$ cat config.mk
export PLATFORM = sky130hd
export DESIGN_NAME = fb_readback_flat
export DESIGN_NICKNAME = d
export VERILOG_FILES = /design/src/rtl/fb_readback_pkg.sv /design/src/rtl/fb_readback_if.sv /design/src/rtl/fb_pix_expand.sv /design/src/rtl/fb_readback.sv /design/src/flat_wrapper.sv
export SDC_FILE = /design/constraint.sdc
export NUM_CORES = 1
export LEC_CHECK = 0
export CAP_MARGIN = 20
export CORE_AREA = 2 2 75 131
export CTS_CLUSTER_SIZE = 30
export DETAILED_ROUTE_END_ITERATION = 16
export DIE_AREA = 0 0 77 133
export GPL_ROUTABILITY_DRIVEN = 0
export PLACE_DENSITY = 0.87
export SLEW_MARGIN = 20
export SYNTH_ARGS = -nofsm -noshare
export SYNTH_HDL_FRONTEND = slang
export SYNTH_HIERARCHICAL = 1
export SYNTH_SLANG_ARGS = --single-unit
$ cat constraint.sdc
create_clock -name CLK -period 2.35 [get_ports CLK]
set_clock_uncertainty 0.15 [all_clocks]
set_input_delay 0.5875 -clock CLK [delete_from_list [all_inputs] [get_ports CLK]]
set_output_delay 0.5875 -clock CLK [all_outputs]
set_load 0.01 [all_outputs]
$ cat src/rtl/fb_readback_pkg.sv
// Shared definitions for the framebuffer readback path: default geometry,
// the RGB565 word layout and the bits-per-channel helper.
package fb_readback_pkg;

  localparam int unsigned FB_ADDR_WIDTH = 10;
  localparam int unsigned FB_PIX_WIDTH  = 12;

  // One RGB565 pixel as seen on the CPU side.
  typedef struct packed {
    logic [4:0] r;
    logic [5:0] g;
    logic [4:0] b;
  } rgb565_t;

  // Stored pixels carry three equal channels.
  function automatic int unsigned fb_bpc(input int unsigned pw);
    return pw / 3;
  endfunction

endpackage

$ cat src/rtl/fb_readback_if.sv
// CPU request/response, framebuffer read port and write snoop of fb_readback.
// Signal prefixes are from the readback engine's point of view.
interface fb_readback_if import fb_readback_pkg::*; #(
  parameter int unsigned AW = FB_ADDR_WIDTH,
  parameter int unsigned PW = FB_PIX_WIDTH
) ();

  logic            i_req;
  logic [AW-1:0]   i_offset;
  logic            o_busy;
  logic            o_valid;
  logic [31:0]     o_rdata;
  logic            o_fb_re;
  logic [AW-1:0]   o_fb_raddr;
  logic [2*PW-1:0] i_fb_rdata;
  logic            i_we;
  logic [AW-1:0]   i_waddr;
  logic [31:0]     i_wdata;

  modport slave (
    input  i_req, i_offset, i_fb_rdata, i_we, i_waddr, i_wdata,
    output o_busy, o_valid, o_rdata, o_fb_re, o_fb_raddr
  );

  modport master (
    output i_req, i_offset, i_fb_rdata, i_we, i_waddr, i_wdata,
    input  o_busy, o_valid, o_rdata, o_fb_re, o_fb_raddr
  );

endinterface

$ cat src/rtl/fb_pix_expand.sv
// Combinational expansion of one stored pixel to RGB565 by MSB-first
// replication of each channel, truncated to 5/6/5 bits.
module fb_pix_expand import fb_readback_pkg::*; #(
  parameter int unsigned PW = FB_PIX_WIDTH
) (
  input  logic [PW-1:0] i_pix,
  output logic [15:0]   o_rgb565
);

  localparam int unsigned BPC = fb_bpc(PW);

  logic [BPC-1:0] w_r;
  logic [BPC-1:0] w_g;
  logic [BPC-1:0] w_b;
  rgb565_t        w_out;

  assign w_r = i_pix[3*BPC-1:2*BPC];
  assign w_g = i_pix[2*BPC-1:BPC];
  assign w_b = i_pix[BPC-1:0];

  // Output bit p (counted from the MSB) repeats field bit p mod BPC.
  always_comb begin
    w_out = '0;
    for (int unsigned p = 0; p < 5; p++) begin
      w_out.r[4-p] = w_r[BPC-1-(p%BPC)];
      w_out.b[4-p] = w_b[BPC-1-(p%BPC)];
    end
    for (int unsigned p = 0; p < 6; p++) begin
      w_out.g[5-p] = w_g[BPC-1-(p%BPC)];
    end
  end

  assign o_rgb565 = w_out;

endmodule

$ cat src/rtl/fb_readback.sv
// CPU-side framebuffer readback: fetches one packed two-pixel word, expands it
// to {pix1, pix0} RGB565 and forwards snooped writes that hit the word in flight.
module fb_readback import fb_readback_pkg::*; #(
  parameter int unsigned RD_LAT = 1,
  parameter int unsigned AW     = FB_ADDR_WIDTH,
  parameter int unsigned PW     = FB_PIX_WIDTH
) (
  input logic           CLK,
  input logic           RST,
  fb_readback_if.slave  bus
);

  localparam int unsigned BPC = fb_bpc(PW);

  localparam logic [1:0] ST_IDLE   = 2'd0;
  localparam logic [1:0] ST_ISSUE  = 2'd1;
  localparam logic [1:0] ST_WAIT   = 2'd2;
  localparam logic [1:0] ST_EXPAND = 2'd3;

  localparam logic [1:0] LAT_LOAD = 2'(RD_LAT - 1);

  logic [1:0]      r_state;
  logic [AW-1:0]   r_addr;
  logic [1:0]      r_cnt;
  logic [2*PW-1:0] r_data;
  logic            r_fwd;
  logic [2*PW-1:0] r_fwd_pix;
  logic            r_valid;
  logic [31:0]     r_rdata;

  logic            w_busy;
  logic            w_accept;
  logic            w_window;
  logic            w_hit;
  logic [2*PW-1:0] w_fwd_pix;
  logic [2*PW-1:0] w_src;
  logic [15:0]     w_exp0;
  logic [15:0]     w_exp1;
  logic            w_unused_wdata;

  // Busy covers the whole transaction including the o_valid cycle.
  assign w_busy   = (r_state != ST_IDLE) || r_valid;
  assign w_accept = bus.i_req && !w_busy;
  // Forward window after acceptance runs through the capture edge.
  assign w_window = (r_state == ST_ISSUE) || (r_state == ST_WAIT);
  assign w_hit    = bus.i_we &&
                    ((w_accept && (bus.i_waddr == bus.i_offset)) ||
                     (w_window && (bus.i_waddr == r_addr)));

  // Requantize snooped RGB565 to stored precision: top BPC bits of each channel.
  for (genvar h = 0; h < 2; h++) begin : g_compress
    assign w_fwd_pix[PW*h+2*BPC +: BPC] = bus.i_wdata[16*h+15 -: BPC];
    assign w_fwd_pix[PW*h+BPC   +: BPC] = bus.i_wdata[16*h+10 -: BPC];
    assign w_fwd_pix[PW*h       +: BPC] = bus.i_wdata[16*h+4  -: BPC];
  end

  // Low bits of each channel are dropped by requantization.
  assign w_unused_wdata = ^bus.i_wdata;

  assign w_src = r_fwd ? r_fwd_pix : r_data;

  fb_pix_expand #(
    .PW (PW)
  ) u_exp0 (
    .i_pix    (w_src[PW-1:0]),
    .o_rgb565 (w_exp0)
  );

  fb_pix_expand #(
    .PW (PW)
  ) u_exp1 (
    .i_pix    (w_src[2*PW-1:PW]),
    .o_rgb565 (w_exp1)
  );

  // Track the latest hitting write; a fresh acceptance without a hit clears it.
  always_ff @(posedge CLK) begin
    if (RST) begin
      r_fwd     <= 1'b0;
      r_fwd_pix <= '0;
    end else if (w_hit) begin
      r_fwd     <= 1'b1;
      r_fwd_pix <= w_fwd_pix;
    end else if (w_accept) begin
      r_fwd     <= 1'b0;
    end
  end

  // Request FSM: accept, issue read, wait RD_LAT, expand and return.
  always_ff @(posedge CLK) begin
    if (RST) begin
      r_state <= ST_IDLE;
      r_addr  <= '0;
      r_cnt   <= '0;
      r_data  <= '0;
      r_valid <= 1'b0;
      r_rdata <= '0;
    end else begin
      r_valid <= 1'b0;
      case (r_state)
        ST_IDLE: begin
          if (w_accept) begin
            r_addr  <= bus.i_offset;
            r_state <= ST_ISSUE;
          end
        end
        ST_ISSUE: begin
          r_cnt   <= LAT_LOAD;
          r_state <= ST_WAIT;
        end
        ST_WAIT: begin
          if (r_cnt == 2'd0) begin
            r_data  <= bus.i_fb_rdata;
            r_state <= ST_EXPAND;
          end else begin
            r_cnt <= r_cnt - 2'd1;
          end
        end
        ST_EXPAND: begin
          r_rdata <= {w_exp1, w_exp0};
          r_valid <= 1'b1;
          r_state <= ST_IDLE;
        end
        default: r_state <= ST_IDLE;
      endcase
    end
  end

  assign bus.o_busy     = w_busy;
  assign bus.o_valid    = r_valid;
  assign bus.o_rdata    = r_rdata;
  assign bus.o_fb_re    = (r_state == ST_ISSUE);
  assign bus.o_fb_raddr = r_addr;

endmodule
$ cat src/flat_wrapper.sv
// flat-port wrapper written by rule: the top's interface ports become plain ports
module fb_readback_flat import fb_readback_pkg::*;
#(
  parameter int unsigned RD_LAT = 1,
  parameter int unsigned AW     = FB_ADDR_WIDTH,
  parameter int unsigned PW     = FB_PIX_WIDTH
)
  (CLK, RST, bus_i_req, bus_i_offset, bus_i_fb_rdata, bus_i_we, bus_i_waddr, bus_i_wdata, bus_o_busy, bus_o_valid, bus_o_rdata, bus_o_fb_re, bus_o_fb_raddr);
  fb_readback_if #(.AW(AW), .PW(PW)) bus_i ();
  input logic CLK;
  input logic RST;
  input wire logic [$bits(bus_i.i_req)-1:0] bus_i_req;
  input wire logic [$bits(bus_i.i_offset)-1:0] bus_i_offset;
  input wire logic [$bits(bus_i.i_fb_rdata)-1:0] bus_i_fb_rdata;
  input wire logic [$bits(bus_i.i_we)-1:0] bus_i_we;
  input wire logic [$bits(bus_i.i_waddr)-1:0] bus_i_waddr;
  input wire logic [$bits(bus_i.i_wdata)-1:0] bus_i_wdata;
  output wire logic [$bits(bus_i.o_busy)-1:0] bus_o_busy;
  output wire logic [$bits(bus_i.o_valid)-1:0] bus_o_valid;
  output wire logic [$bits(bus_i.o_rdata)-1:0] bus_o_rdata;
  output wire logic [$bits(bus_i.o_fb_re)-1:0] bus_o_fb_re;
  output wire logic [$bits(bus_i.o_fb_raddr)-1:0] bus_o_fb_raddr;
  assign bus_i.i_req = bus_i_req;
  assign bus_i.i_offset = bus_i_offset;
  assign bus_i.i_fb_rdata = bus_i_fb_rdata;
  assign bus_i.i_we = bus_i_we;
  assign bus_i.i_waddr = bus_i_waddr;
  assign bus_i.i_wdata = bus_i_wdata;
  assign bus_o_busy = bus_i.o_busy;
  assign bus_o_valid = bus_i.o_valid;
  assign bus_o_rdata = bus_i.o_rdata;
  assign bus_o_fb_re = bus_i.o_fb_re;
  assign bus_o_fb_raddr = bus_i.o_fb_raddr;
  fb_readback #(.RD_LAT(RD_LAT), .AW(AW), .PW(PW)) u_core (.CLK(CLK), .RST(RST), .bus(bus_i));
endmodule
# ---- Word-level counts from Yosys, hierarchy flattened
# Cells that the tools add are included.
dict set report word_totals {
  reg_bits 96
  in_bits 80
}
dict set report classes {
  n_addsub 1
  eq_ne 8
  mux 9
  n_reduce_logical 17
}
# op count
set ops {}
lappend ops {{two-way mux 24 bit} 1}
lappend ops {{== test 10 bit} 2}
lappend ops {{one-hot mux 2 bit (4 select lines)} 1}
lappend ops {{AND reduction 2 bit} 4}
lappend ops {{two-way mux 2 bit} 3}
lappend ops {{nonzero test 2 bit} 3}
lappend ops {{== test 2 bit, second input constant} 2}
lappend ops {{logical AND 1 bit} 4}
lappend ops {{logical NOT 2 bit} 2}
lappend ops {{!= test 2 bit, second input constant} 2}
lappend ops {{one-hot mux 2 bit (2 select lines)} 1}
lappend ops {{logical OR 1 bit} 3}
lappend ops {{two-way mux 1 bit} 3}
lappend ops {{== test 2 x 1 -> 1 bit, second input constant} 1}
lappend ops {{!= test 2 x 1 -> 1 bit, second input constant} 1}
lappend ops {{subtractor 2 x 1 -> 2 bit, second input constant} 1}
lappend ops {{logical NOT 1 bit} 1}

# ---- Logic depth before layout (Yosys ltp)
# Gate-level depths: netlist of run 1.
dict set report logic_depth {
  ltp_word 8
  depth_mapped 9
  depth_no_buf 7
}

# ---- Hierarchy
# The synthesis of run 1 kept the hierarchy.
# module n_inst cells_per_inst area_per_inst_um2 seq_area_each_um2
set modules_own_cells {}
lappend modules_own_cells {fb_readback 1 457 4097.7 1921.8}
lappend modules_own_cells {fb_pix_expand 2 16 120.1 0.0}

# ---- Worst setup path before layout of run 1
# Ideal clock, no wire load.
dict set report synth_path {
  path_kind {register -> register}
  start {register u_core.r_state[0]}
  end {register u_core.r_fwd_pix[10]}
  arrival_time_ps 1688
  required_ps 2068
  path_slack_ps 380
  stages_incl_launch_ff 10
  n_path_buf 2
  path_cell_list {dfxtp_1 inv_1 ha_1 and3b_1 nand4_1 or3_1 buf_6 buf_6 nand3_2 a21oi_1}
}
dict set report synth_between {
  elab_chain_len 7
  elab_cells_between_ends 11
  cone_classes {eq/ne (2); reduce/logical (9)}
}
# item line_no
set synth_rtl {}
lappend synth_rtl {{start, declared} fb_readback.sv:22} ;# logic [1:0] r_state;
lappend synth_rtl {{start signal, assigned} fb_readback.sv:92} ;# r_state <= ST_IDLE;
lappend synth_rtl {{start signal, assigned} fb_readback.sv:104} ;# r_state <= ST_ISSUE;
lappend synth_rtl {{start signal, assigned} fb_readback.sv:109} ;# r_state <= ST_WAIT;
lappend synth_rtl {{nonzero test 2 bit} fb_readback.sv:42} ;# assign w_busy = (r_state != ST_IDLE) || r_valid;
lappend synth_rtl {{logical OR 1 bit} fb_readback.sv:42}
lappend synth_rtl {{logical NOT 1 bit} fb_readback.sv:43} ;# assign w_accept = bus.i_req && !w_busy;
lappend synth_rtl {{logical AND 1 bit} fb_readback.sv:43}
lappend synth_rtl {{logical AND 1 bit} fb_readback.sv:47} ;# ((w_accept && (bus.i_waddr == bus.i_offset)) ||
lappend synth_rtl {{logical OR 1 bit *} fb_readback.sv:47}
lappend synth_rtl {{logical AND 1 bit *} fb_readback.sv:46} ;# assign w_hit = bus.i_we &&
lappend synth_rtl {{end signal, assigned} fb_readback.sv:83} ;# r_fwd_pix <= w_fwd_pix;
lappend synth_rtl {{end, declared} fb_readback.sv:27} ;# logic [2*PW-1:0] r_fwd_pix;
# Every way passes the cells marked *; elsewhere a longest branch is shown, timed or not.
# A chain may end at the register's enable or synchronous reset.

# ---- Final worst setup path of run 1
dict set report layout_path {
  start {register u_core.r_state[1]}
  end {output bus_o_fb_re}
}
dict set report layout_between {
  elab_chain_len 1
}
# item line_no
set layout_rtl {}
lappend layout_rtl {{== test 2 x 1 -> 1 bit} fb_readback.sv:132} ;# assign bus.o_fb_re = (r_state == ST_ISSUE);
lappend layout_rtl {{end, declared} flat_wrapper.sv:21} ;# output wire logic [$bits(bus_i.o_fb_re)-1:0] bus_o_fb_re;
# Every way passes these cells.

==> results.md, run 1 <==
* Status: completed
* Max incr delay on CP at about 0.54 ns
* CP top delay family: buffers and inverters
* Clk slew on worst S/H paths at 0.06 ns
* Area grow syn2layout at 34.50%
* Critical-path top delay cell: clkdlybuf4s50_1
* Final HPWL DP at 7.898 mm
* First-pass iteration count of the detailed router at 4
* Number of I/O pins at between 100 and 150
* Final period util at a little over nine tenths
* Cell Rows at 47
* CP Cell Sequence: inv_1, ha_1, clkdlybuf4s50_1
* Vias at between 3000 and 4000
* Grt total ovfl at 0
* Worst setup SP type: flip-flop
* Synth cell types at 32
* Area of the multi-input gates at approximately 0.0020 mm^2
* Share of layout cells above drive strength 1 at approximately an eighth
* Die width at between 70 and 80 um
* R2R depth at 8
* Antenna diode count at 0
* RSZ-0062 raised after global routing: false
* CTS Root Cell: clkbuf_16
* Die Span Y at between 100 and 150 um
* Post-synthesis sequential area ratio at roughly 44%
* Setup CP Type: flip-flop to output port
* H-tree levels at 3
* Worst Hold Path EP: u_core/r_data[14]
* Initial antenna violation count at 0
* Final hold viol count at 0
* Gate Count Post-Synth at just under 500
* Fillers at approximately 800
* Worst-Skew Late Latency at about 0.35 ns
* Fmax at around 440 MHz
* Total die area at between 0.01 and 0.015 mm^2
* Avg WL per Cell at 16.00 um
* CTS tree: yes
* DRT iter0 DRCs at between 200 and 250
* Largest net degree at the start of global routing at slightly above 50
* Setup violators final at 0
* Number of CTS-inserted buffers at 9
* DR vias/cell at 5.257
* Compound-cell area share of the yosys netlist at between 10% and 20%
* Leak Pwr at between 0.002 and 0.0025 uW
* Hold_buf cts at 0
* Syn Area/Cell at 8.871 um^2
* Number of max-cap violations at 0
* Clock buffer depth at 2
* Hold Crit Depth at 2
* CP max FO at 4
* Worst slew pin tran at roughly 0.99 ns
* Slew margin rel. at roughly a third
* Final Util at about 63%
* Worst IR Drop VDD at about 450 uV
* FF-to-FF setup slack at between 0.2 and 0.25 ns
* YS warnings at 6
* Vias in the first global route at 3765
* Crit end category: output port
* Worst Min Path Start: u_core/r_data[14]
* Synth Area in XOR/XNOR at roughly 4.0%
* GR Util All Layers at roughly 22%
* Worst path required time at 1.61 ns
* Initial Util at 46.69%
* Routed WL at between 10 and 15 mm
* FF/Latch Area at 0.001924 mm^2
* Mapped Nets at approximately 580
* Port Buffer Count at 116
* CP Buf/Inv Count at 2
* Power Density at between 800 and 900 mW/mm^2
* Commonest non-fill, non-tap cells in the layout: clkdlybuf4s50_1, dfxtp_1, nand2_1
* Clock sinks at 96
* # DRC at 0
* Largest family of logic cells by synthesized area: simple AND/OR/NAND/NOR gates
* Worst R2R Start: u_core/r_state[1]
* Crit path time final at between 2 and 2.5 ns
* NumNets Final at ~650
* Mux contribution to synthesized area at 13.61%
* FF+latch count, synth at 96
* Total core area at a little over 0.009 mm^2
* Crit path DAT at roughly 1.5 ns
* Simple-gate share of the synthesized area at approximately 16%
* Tot Pwr at 4804 uW
* Post-Synthesis Cell Area at 0.004338 mm^2
* Post-Synth Adder-Cell Area at under 10%
* Most common cell after layout, fill and taps aside: clkdlybuf4s50_1
* Max Slew Vio Count at 0
* Global-route wire length before repair at between 15 and 20 mm
* Hold Crit Class: flip-flop to flip-flop
* RR Endpoint: u_core/r_fwd_pix[23]
* ANT nets after route at 0
-- Yosys cell counts --
| library cell | n | area [um^2] |
|---|---|---|
| dfxtp_1 | 96 | 1922 |
| nand2_1 | 73 | 274.0 |
| a21oi_1 | 62 | 310.3 |
| nor2_1 | 39 | 146.4 |
| buf_4 | 34 | 255.2 |
| mux2i_1 | 32 | 320.3 |
| mux2_2 | 24 | 270.3 |
| clkbuf_1 | 21 | 78.83 |
| o21ai_1 | 20 | 100.1 |
| nand3_1 | 16 | 80.08 |
| xnor2_1 | 10 | 87.58 |
| xor2_1 | 10 | 87.58 |
| nand3_2 | 9 | 90.09 |
| buf_2 | 6 | 30.03 |
| ha_1 | 6 | 75.07 |
| inv_1 | 4 | 15.01 |
| o21ai_0 | 4 | 20.02 |
| buf_6 | 3 | 33.78 |
| nand4_1 | 3 | 18.77 |
| buf_1 | 2 | 7.510 |
| nor2b_1 | 2 | 12.51 |
| nor3_1 | 2 | 10.01 |
| nor4_1 | 2 | 12.51 |
| a211oi_1 | 1 | 7.510 |
| a31oi_4 | 1 | 21.27 |
| and2_1 | 1 | 6.260 |
| and3_1 | 1 | 6.260 |
| and3b_1 | 1 | 8.760 |
| nand2b_1 | 1 | 6.260 |
| nand3b_1 | 1 | 7.510 |
| nor3_2 | 1 | 10.01 |
| or3_1 | 1 | 6.260 |
-- worst reg2reg max path, delay by kind of cell, from the launching register on --
kind	cells	cell delay, ns
adders and majority gates	1	0.24
buffers and inverters	2	0.32
DFF	1	0.34
and+or+nand+nor	4	0.89
AOI/OAI and AO/OA	1	0.07
-- cells by family (layout without fill, tap and decap cells) --
family	count (synthesis)	in the layout
flip-flops	96	96
adder cells (fa/ha/maj)	6	6
AO/OA/AOI/OAI	88	88
XOR/XNOR	20	20
buffers and inverters	70	152
AND/OR/NAND/NOR	153	153
multiplexers	56	56
-- state kept, by name (all words and copies together), names as in the netlist --
signal / cells
u_core/bus.o_valid: 1
u_core/bus.o_fb_raddr: 10
u_core/r_fwd: 1
u_core/r_state: 2
u_core/bus.o_rdata: 32
u_core/r_fwd_pix: 24
u_core/r_cnt: 2
u_core/r_data: 24
-- cell type report --
| type | instances | share of cell area (%) |
|---|---|---|
| multi-input combinational | 323 | 34.40 |
| sequential | 96 | 32.98 |
| timing repair buffer | 132 | 23.40 |
| clock buffer | 11 | 4.160 |
| tap | 122 | 2.616 |
| clock inverter | 5 | 2.187 |
| inverter | 4 | 0.2573 |
-- per-layer routing --
layer / up-vias / track usage (%) / routed length [um]
li1: 1760 / - / -
met1: 1723 / 21.31 / 3896
met2: 131 / 42.06 / 6126
met4: 0 / 11.01 / 394
met5: - / 0 / 0
met3: 29 / 5.798 / 673
-- repair_timing --
| item | in CTS | in global routing |
|---|---|---|
| gates resized for setup | 4 | 0 |
| setup endpoints to repair | 1 | 0 |
| buffers inserted | 0 | 0 |
-- worst max path at each step --
stage,startpoint,end,slack [ns],depth (start not counted)
final,u_core/r_state[1],bus_o_fb_re,0.09,3
after global routing,u_core/r_state[1],bus_o_fb_re,0.03,3
after CTS,u_core/r_state[1],bus_o_fb_re,0.08,3
after detailed placement,bus_i_waddr[7],u_core/r_fwd_pix[23],-0.14,7
after global placement,bus_i_req,u_core/r_fwd_pix[21],-0.10,7
after floorplan,u_core/r_state[0],u_core/r_fwd_pix[10],0.38,9
-- where the power goes --
group          internal [uW]  total (uW)  switching [uW]
clock network           1180        1780             605
registers               1770        1870            93.2
logic                    543        1150             612
total                   3490        4800            1310
-- stage by stage --
| step | cell area, um^2 | hold slack [ns] | setup WS (ns) | std cells | TNS, ns |
|---|---|---|---|---|---|
| after floorplan | 4338 | 0.2838 | 0.3798 | 489 | 0 |
| after global placement | 5460 | 0.2906 | -0.1002 | 677 | -2.169 |
| after detailed placement | 5460 | 0.2981 | -0.1365 | 677 | -2.997 |
| after CTS | 5834 | 0.3066 | 0.07696 | 693 | 0 |
| after global routing | 5834 | 0.3202 | 0.03415 | 693 | 0 |
| final | 5834 | 0.3061 | 0.08924 | 693 | 0 |
Power figures use the tool's default switching activity.
==> inputs of run 2 (changes only) <==
Settings changed: CORE_AREA 2 2 75 131 to 2 2 73 126, DIE_AREA 0 0 77 133 to 0 0 75 128, PLACE_DENSITY 0.87 to 0.86, SYNTH_HIERARCHICAL 1 to unset.
==> results.md, run 2 <==
* Fin cells at ~670
* Number of CTS-inserted buffers at 9
* Share of layout cells above drive strength 1 at 10.93%
* Logic pwr share at 29.9%
* Final worst-path setup slack at between 0.09 and 0.1 ns
* Global-route wire length before repair at 16.39 mm
* Power share of the clock group at a little under a third
* Area grow syn2layout at 41.52%
* Largest net degree at the start of global routing at 89
* Switch Pwr at around 1400 uW
* CTS tree: yes
* Met1 global-route usage at roughly a quarter
* GR Util met3 at 4.167%
* Asr flop ratio synth at 0%
* Global-route layer with the greatest usage: met2
* Setup violators final at 0
* Cell Rows at 45
* Power Density at about 850 mW/mm^2
* ANT nets after route at 0
* GR Util All Layers at between 20 and 25%
* Die width at 75 um
* Die Span Y at between 100 and 150 um
* Share of the synthesized area in the top cell type at between 40% and 50%
* Status: completed
* Vias at approximately 3500
* Commonest non-fill, non-tap cells in the layout: clkdlybuf4s50_1, dfxtp_1, nand2_1
* Worst-Skew Late Latency at approximately 0.33 ns
* Worst IR Drop VDD at 533.1 uV
* Initial Util at about 45%
* Crit path time final at 2.259 ns
* Met2 usage at 39.68%
* Fmax at between 400 and 500 MHz
* Reg power frac at roughly two fifths
* CTS Root Cell: clkbuf_16
* Crit path DAT at 2.37 ns
* TNS Setup at 0 ns
* Pint at 3228 uW
* Grt total ovfl at 0
* Critical-path top delay cell: clkdlybuf4s50_1
* Syn Area/Cell at approximately 8.7 um^2
* Crit end category: flip-flop
* Final HPWL DP at just over 7 mm
* Mapped Nets at between 500 and 600
* Clk slew on worst S/H paths at 0.06 ns
* Clock sinks at roughly 90
* Most frequent cells after synthesis: dfxtp_1, nand2_1, a21oi_1, nor2_1, a211oi_1
* Switching part of the total at between 30% and 40%
* Most frequent cell after synthesis: dfxtp_1
* Worst R2R Start: u_core.r_state[1]
* Largest area contributor in the netlist: dfxtp_1
* First-pass iteration count of the detailed router at 4
* Total die area at between 0.009 and 0.01 mm^2
* NumNets Final at between 600 and 700
* Antenna diode count at 0
* Clock buffer depth at 2
* DRT iter0 DRCs at approximately 230
* Cell total after placement at 651
* Worst slew pin tran at 0.9798 ns
* Worst setup SP type: primary input
* CP max FO at 24
* Max Slew Vio Count at 0
* Most common cell after layout, fill and taps aside: clkdlybuf4s50_1
* CP startpoint: bus_i_waddr[1]
* Max incr delay on CP at about 0.46 ns
* Routed WL at about 10 mm
* Total core area at 0.008615 mm^2
* Gate Count Post-Synth at ~440
* # DRC at 0
* EDFF count, synth at 0
* Number of I/O pins at 125
* DR vias/cell at ~5.2
* Port Buffer Count at between 100 and 150
* Worst path required time at 2.46 ns
* Largest cells by area after synthesis: dfxtp_1, a21oi_1, nand2_1, mux2i_1, nand3_2
* Hold Crit Class: flip-flop to flip-flop
* Initial antenna violation count at 0
* Worst Min Path Start: u_core.r_data[8]
* CP Cell Sequence: clkdlybuf4s50_1, xor2_1, nor4_1, and3_1, buf_12, o21ai_0, a21oi_1
* Avg WL per Cell at about 15 um
* Setup CP Type: primary input to flip-flop
* Pre-CTS setup slack at -0.2068 ns
* Post-Synthesis Cell Area at approximately 0.0038 mm^2
* Synth cell types at 31
* FF+latch count, synth at between 80 and 90
* H-tree levels at 3
* Final period util at between 90 and 100%
* Post-synthesis sequential area ratio at 45.85%
* Vias in the first global route at between 3000 and 4000
* RSZ-0062 raised after global routing: false
* Top FF cell, synth: dfxtp_1
* Fillers at roughly 680
* Hold_buf cts at 0
* Final hold viol count at 0
* Leak Pwr at about 0.0018 uW
* Number of max-cap violations at 0
* YS warnings at 0
* Slew margin rel. at 34.68%
[run 2: cell types whose count changed after synthesis, moves of 10 or more]
cell and change:
nand3_1 -10, nand3_2 +10, buf_4 -24, a211oi_1 +24
mux2_2 -24
[run 2: path summary, 6_finish.rpt]
check	end	slack, ns	cells past startpoint
worst max register to register	u_core.r_fwd_pix[1]	0.19	9
worst min-delay path	u_core.r_data[8]	0.30	2
worst min register to register	u_core.r_data[8]	0.30	2
worst max-delay path	u_core.r_fwd_pix[1]	0.09	7
[run 2: kinds of logic (layout without fill, tap and decap cells)]
| kind of cell | after synthesis | count (layout) | share of synthesized area [%] |
|---|---|---|---|
| AND/OR/NAND/NOR | 145 | 145 | 18.63 |
| AO/OA/AOI/OAI | 112 | 112 | 16.64 |
| flip-flops | 88 | 88 | 45.85 |
| buffers and inverters | 46 | 154 | 6.122 |
| multiplexers | 24 | 24 | 6.252 |
| XOR/XNOR | 20 | 20 | 4.559 |
| adder cells (fa/ha/maj) | 6 | 6 | 1.954 |
[run 2: area by class of cell]
cell class | instances | area [um^2] | area share (%)
Multi-Input combinational cell | 307 | 1862 | 34.24
Tap cell | 117 | 146.4 | 2.692
Clock inverter | 3 | 42.54 | 0.7823
Clock buffer | 12 | 246.5 | 4.533
Sequential cell | 88 | 1765 | 32.47
Inverter | 4 | 15.01 | 0.2761
Timing Repair Buffer | 135 | 1360 | 25.01
[run 2: metrics by stage]
step           utilization [%]  hold WS (ns)  instance area, um^2  total power, uW
2_1_floorplan                -        0.2857                 3842             2612
3_3_place_gp             59.72        0.2915                 5145             3197
3_5_place_dp             59.72        0.2961                 5145             3261
4_1_cts                  63.11        0.3042                 5436             4651
5_1_grt                  63.12        0.3190                 5438             4871
6_report                 63.12        0.3034                 5438             4622
[run 2: layer usage]
layer,vias to the layer above,share of wire [%]
met3,18,5.1
li1,1708,-
met5,-,0
met2,132,55
met4,0,2.4
met1,1614,38
[run 2: power by group through the flow]
stage          combinational (uW)  clock (uW)  sequential, uW
6_report                     1380        1390            1850
5_1_grt                      1540        1460            1880
4_1_cts                      1390        1410            1850
3_5_place_dp                 1380           0            1880
3_3_place_gp                 1330           0            1860
2_1_floorplan                 714           0            1900
[run 2: timing repair]
item,4_1_cts,5_1_grt
resized for setup,3,1
setup buffers,0,0
pin swaps,0,0
endpoints found under the setup margin,1,2
cloned,0,0
endpoints found under the hold margin,0,0
[run 2: critical path: cells and delay by family]
family                 cells  cell delay (ns)
AO/OA/AOI/OAI              2             0.30
XOR/XNOR                   1             0.18
AND/OR/NAND/NOR            2             0.65
buffers and inverters      2             0.64
